$ cat src/rtl/psg_mixer.sv
// -----------------------------------------------------------------------------
// psg_mixer
//   Stereo mixer and 4-sample averager for the three channels of a PSG.
//   On each CE strobe one sample per channel is mixed into a left and a
//   right value according to the pan mode:
//     00/11 mono : L = R = A+B+C
//     01    ABC  : L = 2A+B, R = 2C+B
//     10    ACB  : L = 2A+C, R = 2B+C
//   Four consecutive samples form a block. Their average (sum >> 2,
//   truncated) is registered on left_o/right_o one clock after the 4th CE,
//   and valid_o pulses for that one clock.
//
//   Optional feature: macro PSG_MIXER_DSM_EN adds a first-order sigma-delta
//   modulator per side, producing 1-bit DAC bitstreams.
//
// Ports
//   clk_i          system clock, rising edge
//   rst_i          asynchronous active-high reset
//   ce_i           sample strobe, one clk wide
//   ch_a_i/b/c     8-bit unsigned channel levels
//   stereo_i       pan mode, latched at the first CE of each block
//   mute_i         zeroes the block result; sampled on the block-closing CE
//   left_o/right_o 10-bit averaged mix, registered
//   valid_o        one-clk pulse when left_o/right_o update
//   dac_l_o/dac_r_o sigma-delta bitstreams (PSG_MIXER_DSM_EN only)
//
// Handshake: there is no back-pressure. valid_o is a pure strobe; the
// consumer must take left_o/right_o in the cycle valid_o is high (they hold
// until the next block closes anyway).
// -----------------------------------------------------------------------------
module psg_mixer (
  input  logic       clk_i,
  input  logic       rst_i,
  input  logic       ce_i,
  input  logic [7:0] ch_a_i,
  input  logic [7:0] ch_b_i,
  input  logic [7:0] ch_c_i,
  input  logic [1:0] stereo_i,
  input  logic       mute_i,
  output logic [9:0] left_o,
  output logic [9:0] right_o,
  output logic       valid_o
`ifdef PSG_MIXER_DSM_EN
  ,
  output logic       dac_l_o,
  output logic       dac_r_o
`endif
);

  localparam logic [1:0] MODE_ABC = 2'b01;
  localparam logic [1:0] MODE_ACB = 2'b10;

  logic [1:0]  scnt_q, scnt_d;
  logic [1:0]  mode_q, mode_d;
  logic [11:0] acc_l_q, acc_l_d;
  logic [11:0] acc_r_q, acc_r_d;
  logic [9:0]  left_q, left_d;
  logic [9:0]  right_q, right_d;
  logic        valid_q, valid_d;

  logic [1:0]  eff_mode;
  logic [9:0]  a10, b10, c10;
  logic [9:0]  mix_l, mix_r;
  logic [11:0] sum_l, sum_r;

  // The first sample of a block must already use the mode being latched,
  // so the whole block sees one consistent mode.
  assign eff_mode = (scnt_q == 2'd0) ? stereo_i : mode_q;

  assign a10 = {2'b00, ch_a_i};
  assign b10 = {2'b00, ch_b_i};
  assign c10 = {2'b00, ch_c_i};

  always_comb begin
    mix_l = a10 + b10 + c10;
    mix_r = a10 + b10 + c10;
    case (eff_mode)
      MODE_ABC: begin
        mix_l = (a10 << 1) + b10;
        mix_r = (c10 << 1) + b10;
      end
      MODE_ACB: begin
        mix_l = (a10 << 1) + c10;
        mix_r = (b10 << 1) + c10;
      end
      default: ;
    endcase
  end

  // Max block sum is 4*765 = 3060, fits in 12 bits.
  assign sum_l = acc_l_q + {2'b00, mix_l};
  assign sum_r = acc_r_q + {2'b00, mix_r};

  always_comb begin
    scnt_d  = scnt_q;
    mode_d  = mode_q;
    acc_l_d = acc_l_q;
    acc_r_d = acc_r_q;
    left_d  = left_q;
    right_d = right_q;
    valid_d = 1'b0;
    if (ce_i) begin
      scnt_d = scnt_q + 2'd1;
      case (scnt_q)
        2'd0: begin
          mode_d  = stereo_i;
          acc_l_d = {2'b00, mix_l};
          acc_r_d = {2'b00, mix_r};
        end
        2'd1, 2'd2: begin
          acc_l_d = sum_l;
          acc_r_d = sum_r;
        end
        default: begin
          // Block close: accumulators are reloaded by the next block's
          // first CE, so they are left as is here.
          left_d  = mute_i ? 10'd0 : sum_l[11:2];
          right_d = mute_i ? 10'd0 : sum_r[11:2];
          valid_d = 1'b1;
        end
      endcase
    end
  end

  always_ff @(posedge clk_i or posedge rst_i) begin
    if (rst_i) begin
      scnt_q  <= 2'd0;
      mode_q  <= 2'b00;
      acc_l_q <= 12'd0;
      acc_r_q <= 12'd0;
      left_q  <= 10'd0;
      right_q <= 10'd0;
      valid_q <= 1'b0;
    end else begin
      scnt_q  <= scnt_d;
      mode_q  <= mode_d;
      acc_l_q <= acc_l_d;
      acc_r_q <= acc_r_d;
      left_q  <= left_d;
      right_q <= right_d;
      valid_q <= valid_d;
    end
  end

  assign left_o  = left_q;
  assign right_o = right_q;
  assign valid_o = valid_q;

`ifdef PSG_MIXER_DSM_EN
  // First-order sigma-delta: the carry out of a 10-bit phase accumulator
  // is the output bit, so its density equals level/1024.
  logic [10:0] dsm_l_q, dsm_l_d;
  logic [10:0] dsm_r_q, dsm_r_d;

  assign dsm_l_d = {1'b0, dsm_l_q[9:0]} + {1'b0, left_q};
  assign dsm_r_d = {1'b0, dsm_r_q[9:0]} + {1'b0, right_q};

  always_ff @(posedge clk_i or posedge rst_i) begin
    if (rst_i) begin
      dsm_l_q <= 11'd0;
      dsm_r_q <= 11'd0;
    end else begin
      dsm_l_q <= dsm_l_d;
      dsm_r_q <= dsm_r_d;
    end
  end

  assign dac_l_o = dsm_l_q[10];
  assign dac_r_o = dsm_r_q[10];
`endif

endmodule

$ cat config.mk
export PLATFORM = sky130hd
export DESIGN_NAME = psg_mixer
export DESIGN_NICKNAME = d
export VERILOG_FILES = /design/src/rtl/psg_mixer.sv
export SDC_FILE = /design/constraint.sdc
export NUM_CORES = 1
export LEC_CHECK = 0
export ABC_CLOCK_PERIOD_IN_PS = 6100
export CORE_ASPECT_RATIO = 0.75
export CORE_UTILIZATION = 53
export CTS_CLUSTER_DIAMETER = 150
export DETAILED_ROUTE_END_ITERATION = 12
export PLACE_DENSITY = 0.74
export SETUP_SLACK_MARGIN = 0.3
export SYNTH_ARGS = -nofsm -noshare
export SYNTH_HDL_FRONTEND = slang
export SYNTH_SLANG_ARGS = --single-unit
$ cat constraint.sdc
create_clock -name clk_i -period 6.1 [get_ports clk_i]
set_input_delay 1.22 -clock clk_i [delete_from_list [all_inputs] [get_ports clk_i]]
set_output_delay 1.22 -clock clk_i [all_outputs]
set_load 0.1 [all_outputs]
Word level (Yosys, flattened, before mapping)
Cells that the tools add are included.
{ "word_totals": {"output_inout_bits": 21, "elab_cells": 36, "ff_bits": 49, "inputBits": 30} }
{ "classes": {"add_sub_neg": 9, "eq_ne": 4, "n_reduce_logical": 6, "n_bitwise": 1, "mux": 9} }
{ "ops": {"columns": ["op", "count"], "rows": [
  ["adder 9 x 8 -> 10 bit", 5],
  ["one-hot mux 12 bit (2 select lines)", 2],
  ["one-hot mux 10 bit (2 select lines)", 2],
  ["adder 12 x 10 -> 12 bit", 2],
  ["two-way mux 10 bit", 2],
  ["adder 8 x 8 -> 9 bit", 1],
  ["equality test 2 x 1 -> 1 bit (second input constant)", 2],
  ["equality test 2 bit (second input constant)", 2],
  ["AND reduction 2 bit", 2],
  ["OR reduction 3 bit", 1],
  ["adder 2 x 1 -> 2 bit (second input constant)", 1],
  ["zero test 2 bit", 1],
  ["two-way mux 1 bit", 2],
  ["two-way mux 2 bit", 1],
  ["nonzero test 2 bit", 1],
  ["OR reduction 2 bit", 1],
  ["NOT 1 bit", 1]
]} }

Depth between registers and ports, before layout
{ "logic_depth": {"depth_word": 6, "mapped_depth": 22, "depth_no_buf": 20} }

Worst setup path after synthesis
OpenSTA, ideal clock, no wires.
{ "synth_path": {"path_kind": "in2reg", "startpoint": "input stereo_i[0]", "endpoint": "register acc_l_q[10]", "path_stages": 17, "required_ps": 5976, "arrival_time_ps": 5221, "setup_time_ps": 124, "setup_slack_ps": 755, "n_path_buf": 2, "path_cell_list": "mux2i_1 -> ha_1 -> buf_6 -> clkbuf_1 -> mux2_2 -> ha_1 -> fa_1 -> and3_1 -> a211oi_1 -> xnor2_1 -> a22o_1 -> ha_1 -> or4_1 -> o22ai_1 -> o21a_1 -> nor4_1 -> a211o_1"} }
{ "synth_between": {"elab_chain_cells": 5} }
{ "synth_rtl": {"columns": ["item", "line", "text"], "rows": [
  ["start: declaration", "38", "input logic [1:0] stereo_i,"],
  ["two-way mux 2 bit (*)", null, null],
  ["equality test 2 bit or equality test 2 x 1 -> 1 bit (tied branches)", "77", "case (eff_mode)"],
  ["one-hot mux 10 bit (2 select lines) (*)", "77", null],
  ["adder 12 x 10 -> 12 bit (*)", "91", "assign sum_l = acc_l_q + {2'b00, mix_l};"],
  ["one-hot mux 12 bit (2 select lines) (*)", "104", "case (scnt_q)"],
  ["end signal: assignment", "137", "acc_l_q <= acc_l_d;"],
  ["end: declaration", "55", "logic [11:0] acc_l_q, acc_l_d;"]
]} }
Every way passes the cells marked *; elsewhere a longest branch is shown, timed or not.
A chain may end at the register's enable or synchronous reset.

Worst setup path after layout
Ends and elaborated chain as after synthesis.

==> impl_results.md <==
* CP dominant cell by count: ha_1
* Failing checks: design-rule violations
* Fmax at 181.7 MHz
* Outcome: finished with violations
* Worst Path Buf+Inv at 1
* H-tree levels at 2
* Post-DP HPWL at 9609 um
* IO Pins at 51
* Number of synthesized flops with an enable pin at 0
* Worst Tran Pin Value at 1.172 ns
* Clock Latency Late Sink at 0.29 ns
* Ys flop type: dfrtp_1
* Die Span Y at 83.71 um
* Worst path slowest cell: or4_1
* Final setup viols at 0
* Syn Nets at 618
* Synthesis-to-finish area growth at 14.61%
* 1st-iter DRT viols at 272
* GRT Total Usage at 0.2752
* TritonCTS clock tree: yes
* Largest net degree at the start of global routing at 50
* Multi-input logic area at 0.003307 mm2
* Hold Buf Count CTS at 0
* Initial antenna violation count at 0
* TritonCTS buffer count at 5
* Min Tclk post-route at 5.504 ns
* Yosys warns at 0
* Port-buffer cells at 50
* RSZ-0062 raised after global routing: false
* Fin crit share at 0.9023
* Number of global-route vias before repair at 3977
* Clk_skew at 0.006089 ns
* Seq cells post-synth at 49
* Worst setup SP type: input port
* Die X at 111.0 um
* CP Data Required Time at 6.28 ns
* Drt via density at 6.228
* Post-CTS Setup Bufs at 0
* CP cell instances: clkdlybuf4s50_1 > mux2i_1 > ha_1 > mux2_2 > ha_1 > fa_1 > and3_1 > a211oi_1 > xnor2_1 > a22o_1 > ha_1 > or4_1 > o22ai_1 > o21a_1 > nor4_1 > a211o_1
* Clk root buf: clkbuf_16
* Reg area at 0.001226 mm2
* Worst EP arrival at 5.68 ns
* Detail Route Antenna Nets at 0
* Max capacitance violation total at 0
* Global-route wire length before repair at 20100 um
* CP Capture Type: flip-flop
* Worst path max stage delay at 0.52 ns
* Crit Path Class: input port to flip-flop
* WL/cell at 18.07 um
* Post-CTS resize count at 0
* Final Slew Violations at 0
* Via count at 4179
* Setup TNS at 0 ns
* FILL cells at 740
* Share of cells above drive strength 1 at 0.04263
* CP top delay family: compound AO/OA/AOI/OAI gates
* Number of distinct library cells after synthesis at 61
* WL final at 12120 um
* Drt drc at 10
* First-pass detailed-route iteration total at 9
* Initial core utilization at 0.5510
* Slew headroom at 0.2161
* # clock sinks at 49
* Bufs on Longest Clock Path at 2
* Final Hold Fails at 0
* Worst min path class: flip-flop to flip-flop
* CP max FO at 4
* Asr flop ratio synth at 1.000
* Routability congestion estimate from global placement at 0.9511
* Synth Area per Inst at 9.091 um2
* Nets at 663
* Post-Syn Area at 0.004718 mm2
* Cells after Synth at 519
* Gr ovfl total at 0
* Die footprint at 0.009288 mm2
* Reg clk slew, reported paths at 0.06 ns
* Row count at 29
* Core area at 0.008563 mm2
* Sequential element share of the synthesized area at 0.2599
* # diodes at 0
-- state kept, by name, summed over array words and instances (netlist names) --
name,cells
mode_q,2
acc_l_q,12
left_o,10
acc_r_q,12
scnt_q,2
right_o,10
valid_o,1
-- cell usage after synthesis, types with 5 or more instances --
cell type / number / area [um2]
and2_1: 6 / 37.54
a221o_1: 5 / 50.05
nand2_1: 50 / 187.7
and3_1: 5 / 31.28
a31oi_1: 6 / 37.54
inv_1: 18 / 67.56
clkbuf_1: 11 / 41.29
o21a_1: 5 / 37.54
o21ai_1: 15 / 75.07
a21o_1: 10 / 75.07
mux2i_1: 14 / 140.1
nor2_1: 41 / 153.9
dfrtp_1: 49 / 1226
ha_1: 55 / 688.2
a221oi_1: 6 / 52.55
o21ai_0: 26 / 130.1
mux2_2: 8 / 90.09
a21oi_1: 27 / 135.1
a22o_1: 21 / 183.9
nand3_1: 9 / 45.04
fa_1: 14 / 280.3
xnor2_1: 16 / 140.1
a211oi_1: 8 / 60.06
a22oi_1: 6 / 45.04
xor2_1: 16 / 140.1
-- placed cells by master, fill, tap and decap left out, drive strengths merged, types with 8 or more instances in the layout --
cell type,synthesis,final
a211oi,9,9
a21o,10,10
a21oi,27,27
a22o,21,21
clkdlybuf4s50,0,50
dfrtp,49,49
fa,14,14
ha,55,55
inv,18,18
mux2,8,8
mux2i,14,14
nand2,51,51
nand3,9,9
nor2,41,41
o21ai,41,41
xnor2,16,16
xor2,16,16
-- cell families (layout without fill, tap and decap cells) --
family                     Yosys count  in the layout  synth area share
adders and majority gates           69             69            0.2053
buffers and inverters               36             80           0.03925
AOI/OAI and AO/OA                  171            171            0.2501
DFF                                 49             49            0.2599
xor gates and xnor gates            32             32           0.05940
and+or+nand+nor                    140            140            0.1374
muxes                               22             22           0.04879
-- layer usage --
layer / GRT usage / vias up / wire length (um)
li1: - / 2025 / -
met1: 0.4014 / 2009 / 5971
met2: 0.4260 / 131 / 5271
met3: 0.05156 / 14 / 756
met4: 0.05355 / 0 / 124
met5: 0 / - / 0
-- cell type report --
type                            instances  area share
Sequential cell                        49      0.2267
Timing Repair Buffer                   55     0.09949
Tap cell                              108     0.02499
Clock buffer                            5     0.02314
Multi-Input combinational cell        434      0.6115
Clock inverter                          1   0.0009255
Inverter                               19     0.01319
-- per-stage QoR --
stage / util / cell area (um2) / cells / worst slack [ns] / hold slack [ns]
2_1_floorplan: - / 4718 / 519 / 0.7551 / 0.4453
6_report: 0.6315 / 5408 / 671 / 0.5959 / 0.4856
3_3_place_gp: 0.6163 / 5278 / 665 / 0.4146 / 0.4617
5_1_grt: 0.6315 / 5408 / 671 / 0.3367 / 0.5149
4_1_cts: 0.6315 / 5408 / 671 / 0.6758 / 0.4863
3_5_place_dp: 0.6163 / 5278 / 665 / 0.3683 / 0.4705
-- path summary, 6_finish.rpt --
path / cells after the start / startpoint / slack [ns] / to
min reg2reg: 2 / right_o[9]$_DFFE_PP0P_ / 0.49 / right_o[9]$_DFFE_PP0P_
min: 2 / right_o[9]$_DFFE_PP0P_ / 0.49 / right_o[9]$_DFFE_PP0P_
min in group asynchronous: 2 / rst_i / 1.50 / acc_r_q[7]$_DFFE_PP0P_
max in group asynchronous: 2 / rst_i / 3.97 / acc_l_q[8]$_DFFE_PP0P_
max: 16 / stereo_i[0] / 0.60 / acc_l_q[10]$_DFFE_PP0P_
max reg2reg: 17 / scnt_q[0]$_DFFE_PP0P_ / 1.15 / acc_l_q[10]$_DFFE_PP0P_
-- worst min-delay path: stages, from the launching register on --
cell	delay, ns
dfrtp_1	0.34
nand2_1	0.06
o31ai_1	0.06
Power is left out: the tool's default activity adds up to more than one toggle a clock period on the data nets, which glitch-free logic cannot reach.
